--- config.mk ---
export PLATFORM = sky130hd
export DESIGN_NAME = serving_timer_flat
export DESIGN_NICKNAME = d
export VERILOG_FILES = /design/src/rtl/serving_timer_if.sv /design/src/rtl/serving_timer.sv /design/src/flat_wrapper.sv
export SDC_FILE = /design/constraint.sdc
export NUM_CORES = 1
export LEC_CHECK = 0
export CAP_MARGIN = 40
export CORE_ASPECT_RATIO = 2
export CORE_MARGIN = 2
export CORE_UTILIZATION = 58
export CTS_CLUSTER_DIAMETER = 60
export DETAILED_ROUTE_END_ITERATION = 8
export MAX_ROUTING_LAYER = met4
export PLACE_DENSITY = 0.85
export RECOVER_POWER = 50
export SYNTH_ARGS = -nofsm -noshare
export SYNTH_HDL_FRONTEND = slang
export SYNTH_SLANG_ARGS = --single-unit
export TNS_END_PERCENT = 100
--- constraint.sdc ---
create_clock -name i_clk -period 3.8 [get_ports i_clk]
set_input_delay 0.38 -clock i_clk [delete_from_list [all_inputs] [get_ports i_clk]]
set_output_delay 0.38 -clock i_clk [all_outputs]
set_load 0.01 [all_outputs]
--- src/rtl/serving_timer_if.sv ---
// Wishbone classic bus bundle between the serving SoC external port and the timer.
// Carries request (adr/dat/sel/we/stb) and response (rdt/ack) signals.
interface serving_timer_if;
    logic [31:0] adr;
    logic [31:0] dat;
    logic [3:0]  sel;
    logic        we;
    logic        stb;
    logic [31:0] rdt;
    logic        ack;

    modport master (output adr, dat, sel, we, stb, input  rdt, ack);
    modport slave  (input  adr, dat, sel, we, stb, output rdt, ack);
endinterface

--- src/rtl/serving_timer.sv ---
// RISC-V style machine timer (64-bit mtime/mtimecmp) behind a Wishbone slave port.
// Optional mtime prescaler enabled by defining SERVING_TIMER_PRESCALE_EN.
module serving_timer #(
    parameter logic [63:0] RESET_CMP = 64'hFFFF_FFFF_FFFF_FFFF,
    parameter int unsigned PRESCALE  = 1
) (
    input  logic           i_clk,
    input  logic           i_rst_n,
    serving_timer_if.slave wb,
    output logic           o_irq
);
    localparam logic [1:0] A_MTIME_LO = 2'd0;
    localparam logic [1:0] A_MTIME_HI = 2'd1;
    localparam logic [1:0] A_CMP_LO   = 2'd2;

    logic [63:0] mtime_q, mtime_d;
    logic [63:0] cmp_q, cmp_d;
    logic [31:0] shadow_q, shadow_d;
    logic [31:0] rdt_q, rdt_d;
    logic        ack_q, irq_q;
    logic        tick, access, wr;
    logic [1:0]  reg_sel;
    logic [32:0] lo_inc;
    logic        unused;

    function automatic logic [31:0] merge(input logic [31:0] cur, input logic [31:0] wdat,
                                          input logic [3:0] be);
        logic [31:0] r;
        r = cur;
        for (int b = 0; b < 4; b++)
            if (be[b]) r[8*b +: 8] = wdat[8*b +: 8];
        return r;
    endfunction

    // The cycle after an ack is never a new access, so held stb cannot double-apply.
    assign access  = wb.stb & ~ack_q;
    assign wr      = access & wb.we;
    assign reg_sel = wb.adr[3:2];
    assign unused  = ^{wb.adr[31:4], wb.adr[1:0]};

`ifdef SERVING_TIMER_PRESCALE_EN
    localparam int PW = (PRESCALE > 1) ? $clog2(PRESCALE) : 1;
    localparam logic [PW-1:0] PS_LAST = PW'(PRESCALE - 1);
    logic [PW-1:0] ps_q, ps_d;

    always_comb begin
        tick = (ps_q == PS_LAST);
        ps_d = tick ? '0 : ps_q + PW'(1);
        // Software setting mtime restarts the tick phase.
        if (wr && !reg_sel[1]) ps_d = '0;
    end

    always_ff @(posedge i_clk or negedge i_rst_n) begin
        if (!i_rst_n) ps_q <= '0;
        else          ps_q <= ps_d;
    end
`else
    logic unused_ps;
    assign unused_ps = 1'(PRESCALE);
    assign tick      = 1'b1;
`endif

    assign lo_inc = {1'b0, mtime_q[31:0]} + 33'(tick);

    always_comb begin
        mtime_d  = {mtime_q[63:32] + {31'd0, lo_inc[32]}, lo_inc[31:0]};
        cmp_d    = cmp_q;
        shadow_d = shadow_q;
        rdt_d    = '0;
        if (wr) begin
            case (reg_sel)
                // LO write freezes the whole counter for this cycle.
                A_MTIME_LO: mtime_d        = {mtime_q[63:32], merge(mtime_q[31:0], wb.dat, wb.sel)};
                A_MTIME_HI: mtime_d[63:32] = merge(mtime_q[63:32], wb.dat, wb.sel);
                A_CMP_LO:   cmp_d[31:0]    = merge(cmp_q[31:0], wb.dat, wb.sel);
                default:    cmp_d[63:32]   = merge(cmp_q[63:32], wb.dat, wb.sel);
            endcase
        end else if (access) begin
            case (reg_sel)
                A_MTIME_LO: begin
                    rdt_d    = mtime_q[31:0];
                    shadow_d = mtime_q[63:32];
                end
                A_MTIME_HI: rdt_d = shadow_q;
                A_CMP_LO:   rdt_d = cmp_q[31:0];
                default:    rdt_d = cmp_q[63:32];
            endcase
        end
    end

    always_ff @(posedge i_clk or negedge i_rst_n) begin
        if (!i_rst_n) begin
            mtime_q  <= '0;
            cmp_q    <= RESET_CMP;
            shadow_q <= '0;
            rdt_q    <= '0;
            ack_q    <= 1'b0;
            irq_q    <= 1'b0;
        end else begin
            mtime_q  <= mtime_d;
            cmp_q    <= cmp_d;
            shadow_q <= shadow_d;
            rdt_q    <= rdt_d;
            ack_q    <= access;
            irq_q    <= (mtime_q >= cmp_q);
        end
    end

    assign wb.rdt = rdt_q;
    assign wb.ack = ack_q;
    assign o_irq  = irq_q;
endmodule

--- src/flat_wrapper.sv ---
// flat-port wrapper written by rule: the top's interface ports become plain ports
module serving_timer_flat 
#(
    parameter logic [63:0] RESET_CMP = 64'hFFFF_FFFF_FFFF_FFFF,
    parameter int unsigned PRESCALE  = 1
)
  (i_clk, i_rst_n, o_irq, wb_adr, wb_dat, wb_sel, wb_we, wb_stb, wb_rdt, wb_ack);
  serving_timer_if wb_i ();
  input  logic i_clk;
  input  logic i_rst_n;
  output logic o_irq;
  input wire logic [$bits(wb_i.adr)-1:0] wb_adr;
  input wire logic [$bits(wb_i.dat)-1:0] wb_dat;
  input wire logic [$bits(wb_i.sel)-1:0] wb_sel;
  input wire logic [$bits(wb_i.we)-1:0] wb_we;
  input wire logic [$bits(wb_i.stb)-1:0] wb_stb;
  output wire logic [$bits(wb_i.rdt)-1:0] wb_rdt;
  output wire logic [$bits(wb_i.ack)-1:0] wb_ack;
  assign wb_i.adr = wb_adr;
  assign wb_i.dat = wb_dat;
  assign wb_i.sel = wb_sel;
  assign wb_i.we = wb_we;
  assign wb_i.stb = wb_stb;
  assign wb_rdt = wb_i.rdt;
  assign wb_ack = wb_i.ack;
  serving_timer #(.RESET_CMP(RESET_CMP), .PRESCALE(PRESCALE)) u_core (.i_clk(i_clk), .i_rst_n(i_rst_n), .wb(wb_i), .o_irq(o_irq));
endmodule
==> results_dict.tcl, run 1 <==
set metrics [dict create \
    post_cts_resized 0 \
    syn_area_um2 10890 \
    syn_nets 1201 \
    p_int_mw 4.790 \
    hold_class "reg -> reg" \
    synth-simple-area-share_pct 15.56 \
    synth_compound_area_share_pct 14.22 \
    port_buffers 75 \
    layout.nets 1270 \
    clkTransAtPathRegs_ns 0.07 \
    drv_slew 96 \
    numCtsBuffers 17 \
    synthMuxAreaShare_pct 12.80 \
    cts-root-buf "clkbuf_16" \
    tritoncts "built" \
    antennaDiodeCount 0 \
    rr_endpoint "u_core.mtime_q[54]$_DFFE_PN0P_" \
    start_util_pct 59.47 \
    synth_top_area_share_pct 29.89 \
    die_h_um 197.7 \
    ios 106 \
    finalCriticalPeriod_ns 3.497 \
    maxCapViolations 1 \
    hold_depth 1 \
    syn_to_final_growth_pct 14.70 \
    fmax_mhz 286.0 \
    antenna_found_initial 0 \
    place_ws_ns 0.2935 \
    vias 9063 \
    ys.flop_type "dfrtp_1" \
    finalCritPeriodShare_pct 92.03 \
    critPathArrivalTime_ns 3.87 \
    wl_um 30130 \
    setup_tns_ns 0 \
    die_x_um 100.9 \
    clockBufferDepth 2 \
    grt_pass1_wl_um 47760 \
    r2r-start "u_core.mtime_q[10]$_DFFE_PN0P_" \
    end_kind "flip-flop" \
    clk_latency_ns 0.45 \
    drc 0 \
    wl_per_cell_um 22.15 \
    critPathKind "reg -> reg" \
    yosysSeqAreaShare_pct 45.33 \
    grt_max_degree 97 \
    tightest_slew_ns 2.386 \
    p_comb_share_pct 30.0 \
    ant_nets 0 \
    yosys_warnings 0 \
    layout-drive-gt1-share_pct 19.58 \
    drt_iter0_drc 713 \
    synthAdderAreaFrac_pct 7.701 \
    postCtsSetupRepairBufs 0 \
    synth_seq_cells 194 \
    async_reset_ff_share_pct 100.0 \
    switchingPower_mw 2.504 \
    grt_pass1_vias 9245 \
    final_util_pct 68.21 \
    violations "capacitance limit, slew limit" \
    mostFrequentLayoutCell "dfrtp_1" \
    rows 70 \
    power_frac_seq_pct 44.8 \
    fin_area_um2 12490 \
    hold_end "u_core.wb.ack$_DFF_PN0_" \
    final_cell_mix "dfrtp_1 (130), nand2_1 (106), inv_1 (74), a21oi_1 (74)" \
    cts_hold_buf 0 \
    switching_share_pct 34.33 \
    synth_area_per_cell_um2 10.25 \
    hold_violations 0 \
    timing.final.ws_setup_ns 0.3030 \
    synth.area.top_cells "dfrtp_1 (30%), dfstp_2 (15%), ha_1 (7.7%)" \
    grtUsageTotal_pct 32.52 \
    cp_max_fo 8 \
    skew_ns 0.01267 \
    p_leak_nw 5.291 \
    final_cells 1360 \
    synth_top_family_by_area "simple AND/OR/NAND/NOR gates" \
    irDropWorstVdd_uv 360.4 \
    synth-edff-count 0 \
    yosys.area.top_type "dfrtp_1" \
    die-area_um2 19950 \
    cp-start-kind "flip-flop" \
    r2r_slack_ns 0.30 \
    status "finished with violations" \
    r2r_cells 11 \
    coreArea_um2 18310 \
    p_per_area_nw_per_um2 584.2 \
    setup_viol 0 \
    rsz0062_at_grt "false" \
    overflow 0 \
    hp-start "u_core.wb.ack$_DFF_PN0_" \
    post-dp-hpwl_um 21740 \
    slew_headroom_pct -59.03 \
    synth_xor_area_share_pct 0 \
    worstPathRequired_ns 4.17 \
    dp.cells 1328 \
    power_frac_clock_pct 25.2 \
    synth.distinct_cells 63 \
    placed_area_um2 11900 \
    htree_levels 4 \
    first_pass_iters 8 \
    via_per_inst 6.664 \
    synth_cells 1062 \
    numClockSinks 194 \
    globalplace.congestion 0.9649 \
]
[Yosys cell counts (3+ instances only)]
library cell / n
a311oi_1: 5
o22ai_1: 18
and4_1: 4
a31oi_1: 5
nand2_1: 106
buf_2: 7
and3_1: 16
nand4_1: 30
and2_1: 8
nand2b_1: 3
nor3_1: 18
o22a_1: 3
o31ai_1: 5
o311ai_0: 6
a211oi_1: 11
inv_1: 74
mux4_2: 32
a21oi_1: 74
nor4_1: 10
o21ai_0: 71
o32ai_1: 5
dfstp_2: 64
nand3_1: 36
ha_1: 67
dfrtp_1: 130
o211ai_1: 11
buf_1: 3
a21o_1: 13
mux2_2: 58
clkbuf_1: 35
nor2b_1: 35
nor2_1: 56
[area by class of cell]
cell class,count,area [um^2]
Timing Repair Buffer,98,927.1
Clock inverter,14,166.4
Sequential cell,194,4935
Inverter,74,277.8
Fill cell,1328,5819
Clock buffer,18,429.2
Tap cell,216,270.3
Multi-Input combinational cell,746,5480
[critical path: stages (launching register included)]
cell     delay (ns)
dfrtp_1        0.45
nand3_1        0.24
or4_4          0.63
nor4_2         0.28
and3_1         0.22
ha_1           0.18
ha_1           0.21
and3_1         0.29
nand3_1        0.37
o21ai_0        0.28
a21oi_1        0.10
a21oi_1        0.15
[routing by layer]
layer  vias up  share of wire (%)  global-route usage (%)
met5         -                  0                       -
met4         0                7.2                   22.17
met3       145                6.0                   5.012
met2       470                 53                   55.46
met1      4422                 33                   33.82
li1       4026                  -                       -
[logic make-up after synthesis]
kind of cell	after synthesis
AO/OA/AOI/OAI	250
flip-flops	194
AND/OR/NAND/NOR	337
adder cells (fa/ha/maj)	67
multiplexers	92
buffers and inverters	122
[power by group through the flow]
stage	sequential [mW]	clock [mW]	combinational, mW
floorplan	3.11	0	1.49
global placement	3.23	0	2.04
detailed placement	3.26	0	2.15
CTS	3.23	1.86	2.18
global route	3.32	1.94	2.42
finish	3.27	1.84	2.19
[flip-flops by register name (all words and copies together) (netlist names)]
| name | count |
|---|---|
| u_core.wb.rdt | 32 |
| u_core.o_irq | 1 |
| u_core.wb.ack | 1 |
| u_core.shadow_q | 32 |
| u_core.mtime_q | 64 |
| u_core.cmp_q | 64 |
[worst max-delay path by stage]
stage | from | endpoint | slack [ns] | cells past startpoint
final | u_core.mtime_q[10]$_DFFE_PN0P_ | u_core.mtime_q[54]$_DFFE_PN0P_ | 0.30 | 11
after global routing | u_core.mtime_q[10]$_DFFE_PN0P_ | u_core.mtime_q[54]$_DFFE_PN0P_ | 0.07 | 11
after CTS | u_core.mtime_q[10]$_DFFE_PN0P_ | u_core.mtime_q[60]$_DFFE_PN0P_ | 0.24 | 11
after detailed placement | u_core.mtime_q[11]$_DFFE_PN0P_ | u_core.mtime_q[60]$_DFFE_PN0P_ | 0.29 | 11
after global placement | u_core.mtime_q[10]$_DFFE_PN0P_ | u_core.mtime_q[60]$_DFFE_PN0P_ | 0.33 | 11
after floorplan | u_core.mtime_q[7]$_DFFE_PN0P_ | u_core.mtime_q[60]$_DFFE_PN0P_ | 0.81 | 11
[metrics by stage]
step / hold slack (ns) / power (mW)
2_1_floorplan: 0.08441 / 4.602
3_3_place_gp: 0.4509 / 5.275
3_5_place_dp: 0.4603 / 5.411
4_1_cts: 0.03213 / 7.273
5_1_grt: 0.4983 / 7.674
6_report: 0.4754 / 7.294
Note: power is estimated with default switching activity, not from simulation.
==> run 2, diff against run 1 <==
Settings changed: GPL_ROUTABILITY_DRIVEN set to 1, RECOVER_POWER 50 to unset.
==> run 2 against run 1 <==
Die area is the same. Critical path depth is the same. Sequential power is essentially flat. Global-route usage is the same. Critical endpoint is now u_core.mtime_q[60]$_DFFE_PN0P_. Combinational power is essentially flat. Sequential share of layout area is essentially flat. Final cell count is the same. The run now ends clean. Wire length is essentially flat. Core utilization grew 0.082 points. Critical path type unchanged. Via count shrank 0.43%. Clock-buffer cell count is the same. Highest routed layer unchanged. Setup slack gained 0.016 ns.
==> results_dict.tcl, run 2 (synthesized netlist as in run 1, its figures left out) <==
set metrics [dict create \
    htree_levels 4 \
    antennaDiodeCount 0 \
    slew_headroom_pct 49.16 \
    tightest_slew_ns 0.7556 \
    numClockSinks 194 \
    via_per_inst 6.635 \
    skew_ns 0.01198 \
    finalCriticalPeriod_ns 3.481 \
    setup_viol 0 \
    drv_slew 0 \
    postCtsSetupRepairBufs 0 \
    first_pass_iters 5 \
    worstPathRequired_ns 4.13 \
    tritoncts "built" \
    setup_tns_ns 0 \
    syn_to_final_growth_pct 14.84 \
    mostFrequentLayoutCell "dfrtp_1" \
    port_buffers 75 \
    fin_area_um2 12500 \
    numCtsBuffers 17 \
    grt_pass1_vias 9245 \
    grt_pass1_wl_um 47760 \
    regArea_um2 4935 \
    layout.nets 1270 \
    ios 106 \
    cp-start-kind "flip-flop" \
    cts-root-buf "clkbuf_16" \
    clk_latency_ns 0.45 \
    start_util_pct 59.47 \
    die-area_um2 19950 \
    hold_violations 0 \
    clkTransAtPathRegs_ns 0.07 \
    clockBufferDepth 2 \
    drc 0 \
    drt_iter0_drc 711 \
    antenna_found_initial 0 \
    grtUsageTotal_pct 32.52 \
    p_per_area_nw_per_um2 583.8 \
    fillers 1322 \
    grt_max_degree 97 \
    fmax_mhz 287.3 \
    multi_input_area_um2 5480 \
    post-dp-hpwl_um 21740 \
    largest_registers "u_core.cmp_q x64, u_core.mtime_q x64" \
    vias 9024 \
    ant_nets 0 \
    post_cts_resized 0 \
    critPathKind "reg -> reg" \
    cp_max_fo 7 \
    finalCritPeriodShare_pct 91.60 \
    placed_area_um2 11900 \
    p_leak_nw 5.297 \
    cts_hold_buf 0 \
    irDropWorstVdd_uv 360.0 \
    hold_slack_ns 0.0005727 \
    layout-drive-gt1-share_pct 19.67 \
    status "finished, final reports clean" \
    die_h_um 197.7 \
    wl_per_cell_um 22.17 \
    rsz0062_at_grt "false" \
    end_kind "flip-flop" \
    final_cell_mix "dfrtp_1 (130), nand2_1 (106), inv_1 (74), a21oi_1 (74), clkdlybuf4s50_1 (72)" \
    coreArea_um2 18310 \
    wl_um 30150 \
    critPathArrivalTime_ns 3.81 \
    maxCapViolations 0 \
    globalplace.congestion 0.9649 \
    overflow 0 \
    die_x_um 100.9 \
    hold_class "in -> async" \
    rows 70 \
]
==> run 2: path summary, 6_finish.rpt <==
kind | start | endpoint | slack (ns) | cells after the start
min in group i_clk | u_core.wb.ack$_DFF_PN0_ | u_core.wb.ack$_DFF_PN0_ | 0.48 | 1
worst max-delay path | u_core.mtime_q[10]$_DFFE_PN0P_ | u_core.mtime_q[60]$_DFFE_PN0P_ | 0.32 | 11
max in group asynchronous | i_rst_n | u_core.cmp_q[3]$_DFFE_PN1P_ | 2.85 | 2
worst min register to register | u_core.wb.ack$_DFF_PN0_ | u_core.wb.ack$_DFF_PN0_ | 0.48 | 1
worst max register to register | u_core.mtime_q[10]$_DFFE_PN0P_ | u_core.mtime_q[60]$_DFFE_PN0P_ | 0.32 | 11
worst min-delay path | i_rst_n | u_core.shadow_q[13]$_DFFE_PN0P_ | 0.0006 | 1
==> run 2: critical path: stages (launching register included) <==
cell and delay, ns:
dfrtp_1 0.45, nand3_1 0.24, or4_4 0.63, nor4_2 0.28, and3_1 0.22, ha_1 0.18, ha_1 0.21, nand3_1 0.23
nor3_1 0.52, nand3_1 0.16, mux2i_1 0.16, a21oi_1 0.08
==> run 2: cell type report <==
class | count | share of cell area [%]
multi-input combinational | 746 | 43.84
sequential | 194 | 39.48
timing repair buffer | 98 | 7.537
clock buffer | 18 | 3.433
inverter | 74 | 2.222
tap | 216 | 2.162
clock inverter | 14 | 1.331
==> run 2: layer usage <==
layer / vias to the layer above / part of all wire, % / track usage (%)
met1: 4432 / 34 / 33.82
met5: - / 0 / -
li1: 4025 / - / -
met3: 144 / 5.2 / 5.012
met2: 423 / 53 / 55.46
met4: 0 / 7.2 / 22.17
==> run 2: through the flow <==
stage               cells  setup slack [ns]  power [mW]  util, %
finish               1360            0.3191       7.298    68.29
global route         1360           0.07148       7.675    68.29
CTS                  1360            0.2401       7.273    68.26
global placement     1328            0.3287       5.275    65.00
detailed placement   1328            0.2935       5.411    65.00
floorplan            1062            0.8146       4.602        -
==> run 2: where the power goes <==
part,switching (mW),internal [mW],total [mW]
Combinational,1.11,1.08,2.19
Sequential,0.546,2.72,3.27
Clock,0.854,0.991,1.84
==> run 3, diff against run 2 <==
Settings changed: CTS_CLUSTER_DIAMETER 60 to unset.
==> results of run 3 <==
The final DEF is identical to that of run 2; final timing and power are the same.
